**src/rtl/background_scanner_pkg.sv**
```systemverilog
// rtl/background_scanner_pkg.sv - shared screen geometry, scan FSM states and pixel tag type
package background_scanner_pkg;

  localparam int SCREEN_W = 320;
  localparam int SCREEN_H = 240;
  localparam int COLOR_W  = 3;
  localparam int STATE_W  = 4;
  localparam int X_W      = 9;
  localparam int Y_W      = 8;

  typedef enum logic [1:0] {
    S_IDLE,
    S_SCAN,
    S_DRAIN,
    S_DONE
  } scan_state_e;

  typedef struct packed {
    logic [X_W-1:0] x;
    logic [Y_W-1:0] y;
  } pixel_coord_t;

  localparam int COORD_W = $bits(pixel_coord_t);

endpackage

```
**src/rtl/pixel_delay_line.sv**
```systemverilog
// rtl/pixel_delay_line.sv - DEPTH-stage {valid, coord} shift line matching the background ROM latency
module pixel_delay_line #(
  parameter int DEPTH  = 1,
  parameter int DATA_W = 17
) (
  input  logic              clock,
  input  logic              reset,
  input  logic              i_flush,
  input  logic              i_valid,
  input  logic [DATA_W-1:0] i_data,
  output logic              o_valid,
  output logic [DATA_W-1:0] o_data,
  output logic              o_empty,
  output logic              o_empty_next
);

  localparam logic [DEPTH-1:0] HEAD_MASK = DEPTH'(1) << (DEPTH - 1);

  logic [DEPTH-1:0]  r_valid;
  logic [DATA_W-1:0] r_data [DEPTH];

  // Stage 0 is the entry, stage DEPTH-1 is the head seen by the plot port.
  always_ff @(posedge clock) begin
    if (reset) begin
      r_valid <= '0;
      for (int i = 0; i < DEPTH; i++) begin
        r_data[i] <= '0;
      end
    end else begin
      r_valid[0] <= i_valid & ~i_flush;
      r_data[0]  <= i_data;
      for (int i = 1; i < DEPTH; i++) begin
        r_valid[i] <= r_valid[i-1] & ~i_flush;
        r_data[i]  <= r_data[i-1];
      end
    end
  end

  assign o_valid      = r_valid[DEPTH-1];
  assign o_data       = r_data[DEPTH-1];
  assign o_empty      = ~|r_valid;
  // Empty after this edge when nothing is pushed: only the head may still hold a pixel.
  assign o_empty_next = ~|(r_valid & ~HEAD_MASK);

endmodule

```
**src/rtl/background_scanner.sv**
```systemverilog
// rtl/background_scanner.sv - raster-scan sequencer feeding getBackgroundPixel and the VGA write port
module background_scanner
  import background_scanner_pkg::*;
#(
  parameter int H_RES       = SCREEN_W,
  parameter int V_RES       = SCREEN_H,
  parameter int ROM_LATENCY = 1
) (
  input  logic               clock,
  input  logic               reset,
  input  logic               start,
  input  logic [STATE_W-1:0] game_state,
  input  logic               hold,
  output logic [STATE_W-1:0] bg_state,
  output logic [X_W-1:0]     bg_x,
  output logic [Y_W-1:0]     bg_y,
  input  logic [COLOR_W-1:0] bg_color,
  output logic [X_W-1:0]     vga_x,
  output logic [Y_W-1:0]     vga_y,
  output logic [COLOR_W-1:0] vga_colour,
  output logic               plot,
  output logic               busy,
  output logic               paused,
  output logic               done
);

  scan_state_e        r_state;
  scan_state_e        w_state_next;
  logic [STATE_W-1:0] r_bg_state;
  logic [X_W-1:0]     r_x;
  logic [Y_W-1:0]     r_y;

  logic               w_issue;
  logic               w_last_x;
  logic               w_last_y;
  logic               w_last_pixel;
  logic               w_busy;
  logic               w_done;
  pixel_coord_t       w_issue_coord;
  pixel_coord_t       w_head_coord;
  logic               w_head_valid;
  logic               w_pipe_empty;
  logic               w_pipe_empty_next;

  assign w_last_x     = (r_x == X_W'(H_RES - 1));
  assign w_last_y     = (r_y == Y_W'(V_RES - 1));
  assign w_last_pixel = w_last_x & w_last_y;
  // A start cycle never issues: the restart takes the coordinate reset instead.
  assign w_issue      = (r_state == S_SCAN) & ~hold & ~start;

  always_ff @(posedge clock) begin
    if (reset) begin
      r_state <= S_IDLE;
    end else begin
      r_state <= w_state_next;
    end
  end

  always_comb begin
    w_state_next = r_state;
    w_busy       = 1'b0;
    w_done       = 1'b0;
    case (r_state)
      S_IDLE: begin
        w_state_next = S_IDLE;
      end
      S_SCAN: begin
        w_busy = 1'b1;
        if (w_issue && w_last_pixel) begin
          w_state_next = S_DRAIN;
        end
      end
      S_DRAIN: begin
        w_busy = 1'b1;
        if (w_pipe_empty_next) begin
          w_state_next = S_DONE;
        end
      end
      S_DONE: begin
        w_busy       = 1'b1;
        w_done       = ~start;
        w_state_next = S_IDLE;
      end
      default: begin
        w_state_next = S_IDLE;
      end
    endcase
    if (start) begin
      w_state_next = S_SCAN;
    end
  end

  // Counters freeze on hold and stay on the last pixel once the frame is fully issued.
  always_ff @(posedge clock) begin
    if (reset) begin
      r_bg_state <= '0;
      r_x        <= '0;
      r_y        <= '0;
    end else if (start) begin
      r_bg_state <= game_state;
      r_x        <= '0;
      r_y        <= '0;
    end else if (w_issue && !w_last_pixel) begin
      if (w_last_x) begin
        r_x <= '0;
        r_y <= r_y + 1'b1;
      end else begin
        r_x <= r_x + 1'b1;
      end
    end
  end

  assign w_issue_coord.x = r_x;
  assign w_issue_coord.y = r_y;

  pixel_delay_line #(
    .DEPTH  (ROM_LATENCY),
    .DATA_W (COORD_W)
  ) u_delay (
    .clock        (clock),
    .reset        (reset),
    .i_flush      (start),
    .i_valid      (w_issue),
    .i_data       (w_issue_coord),
    .o_valid      (w_head_valid),
    .o_data       (w_head_coord),
    .o_empty      (w_pipe_empty),
    .o_empty_next (w_pipe_empty_next)
  );

  assign bg_state   = r_bg_state;
  assign bg_x       = r_x;
  assign bg_y       = r_y;
  assign plot       = w_head_valid;
  assign vga_x      = w_head_coord.x;
  assign vga_y      = w_head_coord.y;
  // ROM colour passes straight through, masked to zero when nothing is being plotted.
  assign vga_colour = w_head_valid ? bg_color : '0;
  assign busy       = w_busy;
  assign paused     = hold & w_pipe_empty;
  assign done       = w_done;

endmodule
```
**config.mk**
```make
export PLATFORM = sky130hd
export DESIGN_NAME = background_scanner
export DESIGN_NICKNAME = d
export VERILOG_FILES = /design/src/rtl/background_scanner_pkg.sv /design/src/rtl/pixel_delay_line.sv /design/src/rtl/background_scanner.sv
export SDC_FILE = /design/constraint.sdc
export NUM_CORES = 1
export LEC_CHECK = 0
export BUFFER_PORTS_ARGS = -buffer_cell sky130_fd_sc_hd__clkbuf_2
export CORE_UTILIZATION = 40
export DETAILED_ROUTE_END_ITERATION = 16
export MAX_ROUTING_LAYER = met4
export PLACE_DENSITY = 0.69
export SYNTH_ARGS = -nofsm -noshare
export SYNTH_HDL_FRONTEND = slang
export SYNTH_HIERARCHICAL = 1
export SYNTH_SLANG_ARGS = --single-unit
```
**constraint.sdc**
```tcl
create_clock -name clock -period 5.65 [get_ports clock]
set_input_delay 1.13 -clock clock [delete_from_list [all_inputs] [get_ports clock]]
set_output_delay 1.13 -clock clock [all_outputs]
set_load 0.02 [all_outputs]
```
======== Yosys cells after proc, flatten, opt, wreduce, memory -nomap -nowiden ========
Memories as Yosys holds them, arrays and structs flattened.
Index checks and enable logic that the tools add are counted.
operators by class
  add/subtract/negate cells ............... 2
  equality and inequality tests ........... 7
  mux-type cells .......................... 12
  bitwise logic cells ..................... 7
  reductions and logical operators ........ 10
operators with widths
  cell                                                              count
  17-bit 2-to-1 mux                                                 1
  17-bit OR reduction                                               1
  9-bit by 1-bit adder with 9-bit output (second input constant)    1
  9-bit == test (second input constant)                             1
  9-bit 2-to-1 mux                                                  1
  8-bit by 1-bit adder with 8-bit output (second input constant)    1
  8-bit == test (second input constant)                             1
  1-bit 2-to-1 mux                                                  7
  2-bit one-hot mux with 3 select lines                             1
  1-bit AND                                                         5
  2-bit == test (second input constant)                             2
  2-bit OR reduction                                                2
  3-bit 2-to-1 mux                                                  1
  3-bit by 2-bit != test with 1-bit output (second input constant)  1
  3-bit OR reduction                                                1
  2-bit by 1-bit == test with 1-bit output (second input constant)  1
  1-bit logical AND                                                 2
  1-bit logical NOT                                                 2
  2-bit logical NOT                                                 1
  2-bit 2-to-1 mux                                                  1
  2-bit by 1-bit != test with 1-bit output (second input constant)  1
  1-bit inverter                                                    2
  2-bit AND reduction                                               1
word-level totals
  register bits ........................... 24
  bits in writable memories ............... 17
  input bits .............................. 11
  output and inout bits ................... 45
  logic and storage cells ................. 45
  memories ................................ 1
memories
  memory          depth  bits a word  read ports  clocked after Yosys merged registers in  write ports  line                    source
  u_delay.r_data  1      17           1           0                                        1            pixel_delay_line.sv:20  logic [DATA_W-1:0] r_data [DEPTH];

======== Depth between registers and ports, before layout ========
  word-level depth ........................ 7
  mapped depth ............................ 8
  mapped depth without buffers ............ 7

======== Modules after synthesis ========
Netlist, hierarchy kept.
modules (own cells, without submodules)
  module              instances  cells each  area each (sq um)  seq. area each (sq um)
  background_scanner  1          128         1164.9             460.4
  pixel_delay_line    1          40          513.0              360.3

======== Worst setup path before layout ========
OpenSTA, ideal clock, no wires.
  path type ............................... input to output
  start point ............................. input port start
  end point ............................... output port done
  arrival time ............................ 1.567 ns
  data required time ...................... 4.520 ns
  slack ................................... 2.953 ns
  stages .................................. 2
  buffers on the path ..................... 1
  cell sequence ........................... buf_6 nor2b_1
on the way
  word-level cells in the longest chain between the ends .. 2
RTL lines
  what                line                      source
  start: declaration  background_scanner.sv:11  input logic start,
  1-bit inverter      background_scanner.sv:81  w_done = ~start;
  1-bit 2-to-1 mux    background_scanner.sv:63  case (r_state)
  end: declaration    background_scanner.sv:24  output logic done
Every way passes these cells.

======== Worst setup path in the final report ========
Same ends and word-level chain as after synthesis.

==> impl_results.md <==
* Clock network fraction of design power at 43.1%
* CP Buf/Inv Count at 2
* Max Cap Viol at 0
* Final hold viol count at 0
* Shortest clock period the worst path allows after layout at 2.77 ns
* Cell family with the largest share of critical-path delay: buffers and inverters
* Global placement routability congestion at 0.790
* Required @ worst endpoint at 4.52 ns
* Post-synthesis to final-layout area growth at 24.4%
* Post-synthesis compound-gate area fraction at 3.73%
* Hold buffer count at cts at 0
* Mean routed wirelength per cell at 11.4 um
* Mean area per synthesized cell at 9.99 um2
* Leakage power figure at 0.959 nW
* Starting density of the core at 41.9%
* Number of enable-type register cells in the synthesized netlist at 0
* Clock Latency Late Sink at 0.30 ns
* Setup TNS at 0 ns
* Largest stage delay on the critical path at 0.19 ns
* Number of buffer cells added on primary ports at 55
* Global router's overall resource usage at 16.0%
* Startpoint type of the worst setup path: input pin
* Power density normalized to cell area at 272 nW/um2
* Number of standard cells after synthesis at 168
* Warnings from Yosys at 6
* Area enclosed by the die boundary at 4460 um2
* Class of the tightest hold or removal check: flop to flop
* Chip width at 66.8 um
* Part of the Yosys area used for sequential elements at 48.9%
* Main synth FF type: dfxtp_1
* Post-CTS clock slew at the launch and capture registers of the worst setup and hold paths at 0.07 ns
* Adder-cell area share of the yosys netlist at 4.47%
* FILL cells at 375
* XOR/XNOR share of the synthesized area at 6.79%
* Cell area after synthesis at 1680 um2
* HPWL after detailed placement at 2270 um
* Maximum number of pins on one net before global-route repair at 26
* Placement row count at 23
* Unrepaired setup endpoints after global routing: no
* Biggest fanout along the worst timing path at 11
* Number of antenna violations at the first check in global routing at 0
* Total setup buffers inserted after CTS at 0
* Post-DRT Antenna Nets at 0
* Main combinational cell family by area after synthesis: simple AND/OR/NAND/NOR gates
* CTS tree: done
* Worst slew pin tran at 0.888 ns
* Cell with the most instances on the worst path: clkbuf_2
* Overall Power at 567 uW
* Die outline height at 66.8 um
* Worst slack, placed at 2.65 ns
* Final Core Density at 52.2%
* Clock root buffer: clkbuf_8
* Vias post-DR at 1309
* Arrival time worst endpoint at 1.64 ns
* Outcome: finished clean
* Diode insertion count for antenna repair at 0
* Max Fclk at 0.361 GHz
* Headroom to the max-slew limit at 40.3%
* Smallest setup slack after layout at 2.88 ns
* Via count of the first global-routing pass at 1165
* Clock tree buffer depth at 2
* Hold Slack at 0.496 ns
* Count of instances resized after the clock tree is built at 0
* Global-route wire length before repair at 5090 um
* Sw frac at 21.3%
* Area of the core region at 4000 um2
* Internal power component at 446 uW
* Share of power burned in registers at 51.8%
* Sink count of the clock tree at 41
* DRC marker count from the first detailed-route iteration at 32
* Slowest cell on the critical path: clkbuf_2
* Clock H-tree levels at 2
* Avg Vias per Cell at 4.76
* Cell-by-cell trace of the critical path: clkbuf_2 > nor2b_1 > clkbuf_2
* Fraction of the mapped netlist area in simple logic gates at 28.3%
* Switching pwr at 121 uW
* Total of flip-flops plus latches after synthesis at 41
* FFs w/ async S/R, synth at 0%
* Total global routing overflow at 0
* Critical path class: input pin to output port
* Post-synth cell types at 37
* Worst ir drop on vdd at 0.170 mV
* DRC violations left at 0
* NumNets Final at 241
* Mapped Nets at 185
* Router iterations before antenna repair at 4
* Number of setup violations in the final report at 0
* Layout cells sized above 1 at 30.7%
* Comb pwr share at 5.0%
* Crit. End Element: output port
* I/O pin cnt at 56
* Pins Over Slew Limit at 0
* Total clock buffers created by CTS at 5
* Total detailed-routing wirelength at 3120 um
* Share of the clock period used by the worst path at 49.0%
* Setup Skew at 0.00544 ns
* Multiplexer area fraction after synthesis at 3.58%
==> layout by cell type (no fill, tap or decap), drive strengths merged, types with 2 or more instances in the layout <==
master	netlist	layout
nand2	3	3
dfxtp	41	41
and2	5	5
and3	2	2
nor2b	12	12
ha	6	6
or2	3	3
xor2	6	6
nand3	6	6
mux2i	6	6
and2b	6	6
xnor2	7	7
nor2	24	24
a211oi	3	3
nand4	5	5
clkbuf	2	61
nand2b	2	2
nor3b	2	2
nor3	2	2
o21ai	2	2
nor4	4	4
inv	5	5
==> worst reg2reg max path: stages (launching register included) <==
cell	delay [ns]
dfxtp_1	0.33
inv_1	0.11
ha_1	0.16
or3b_1	0.52
nor3_4	0.34
nand4_2	0.16
or3_1	0.33
a21oi_1	0.15
==> cell families (layout without fill, tap and decap cells) <==
logic type      count (synthesis)  count (layout)
fa+ha+maj                       6               6
compound gates                  9               9
other cells                     1               1
buf+inv                        11              68
mux                             6               6
flops                          41              41
simple gates                   81              81
xor+xnor                       13              13
==> through the flow <==
step | cells | instance area [um2]
after floorplan | 168 | 1680
after global placement | 267 | 1970
after detailed placement | 267 | 1970
after CTS | 275 | 2090
after global routing | 275 | 2090
final | 275 | 2090
==> worst paths after layout <==
check         startpoint           to  slack (ns)  depth (start not counted)
max                start         done        2.88                          3
min          bg_state[0]  bg_state[0]        0.50                          2
max reg2reg   r_state[1]      bg_y[7]        3.47                          7
min reg2reg  bg_state[0]  bg_state[0]        0.50                          2
==> registers in the layout, summed over array words and instances, names as in the netlist <==
name,cells
u_delay/r_data,17
bg_x,9
bg_y,8
bg_state,4
r_state,2
u_delay/o_valid,1
==> cell type report <==
| cell class | instances | area, um2 | share of cell area (%) |
|---|---|---|---|
| sequential | 41 | 821 | 39.3 |
| multi-input combinational | 116 | 790 | 37.8 |
| timing repair buffer | 55 | 275 | 13.2 |
| clock buffer | 6 | 82.6 | 3.96 |
| tap | 50 | 62.6 | 3.00 |
| clock inverter | 2 | 37.5 | 1.80 |
| inverter | 5 | 18.8 | 0.899 |
==> cell usage after synthesis, types with 2 or more instances <==
master | count | area, um2
nand2b_1 | 2 | 12.5
o21ai_0 | 2 | 10.0
nor4_1 | 4 | 25.0
buf_6 | 3 | 33.8
nor2_1 | 24 | 90.1
and2_1 | 5 | 31.3
dfxtp_1 | 41 | 821
xnor2_1 | 7 | 61.3
nor2b_1 | 12 | 75.1
nand3_1 | 6 | 30.0
or2_2 | 3 | 18.8
and2b_1 | 6 | 45.0
ha_1 | 6 | 75.1
inv_1 | 5 | 18.8
xor2_1 | 6 | 52.6
nand4_1 | 4 | 25.0
clkbuf_1 | 2 | 7.51
nand2_1 | 3 | 11.3
and3_1 | 2 | 12.5
mux2i_1 | 6 | 60.1
a211oi_1 | 3 | 22.5
==> power by group through the flow <==
stage          logic (mW)  clock network (mW)  registers (mW)
2_1_floorplan      0.0182                   0           0.303
3_3_place_gp       0.0288                   0           0.301
3_5_place_dp       0.0290                   0           0.301
4_1_cts            0.0291               0.250           0.294
5_1_grt            0.0324               0.260           0.294
6_report           0.0285               0.245           0.294
==> layer usage <==
layer / wire length [um] / up-vias / GRT usage (%)
met5: 0 / - / -
met4: 63 / 0 / 8.78
met3: 182 / 8 / 4.62
met2: 1440 / 41 / 24.7
met1: 1440 / 587 / 18.4
li1: - / 673 / -
Power figures use the tool's default switching activity.
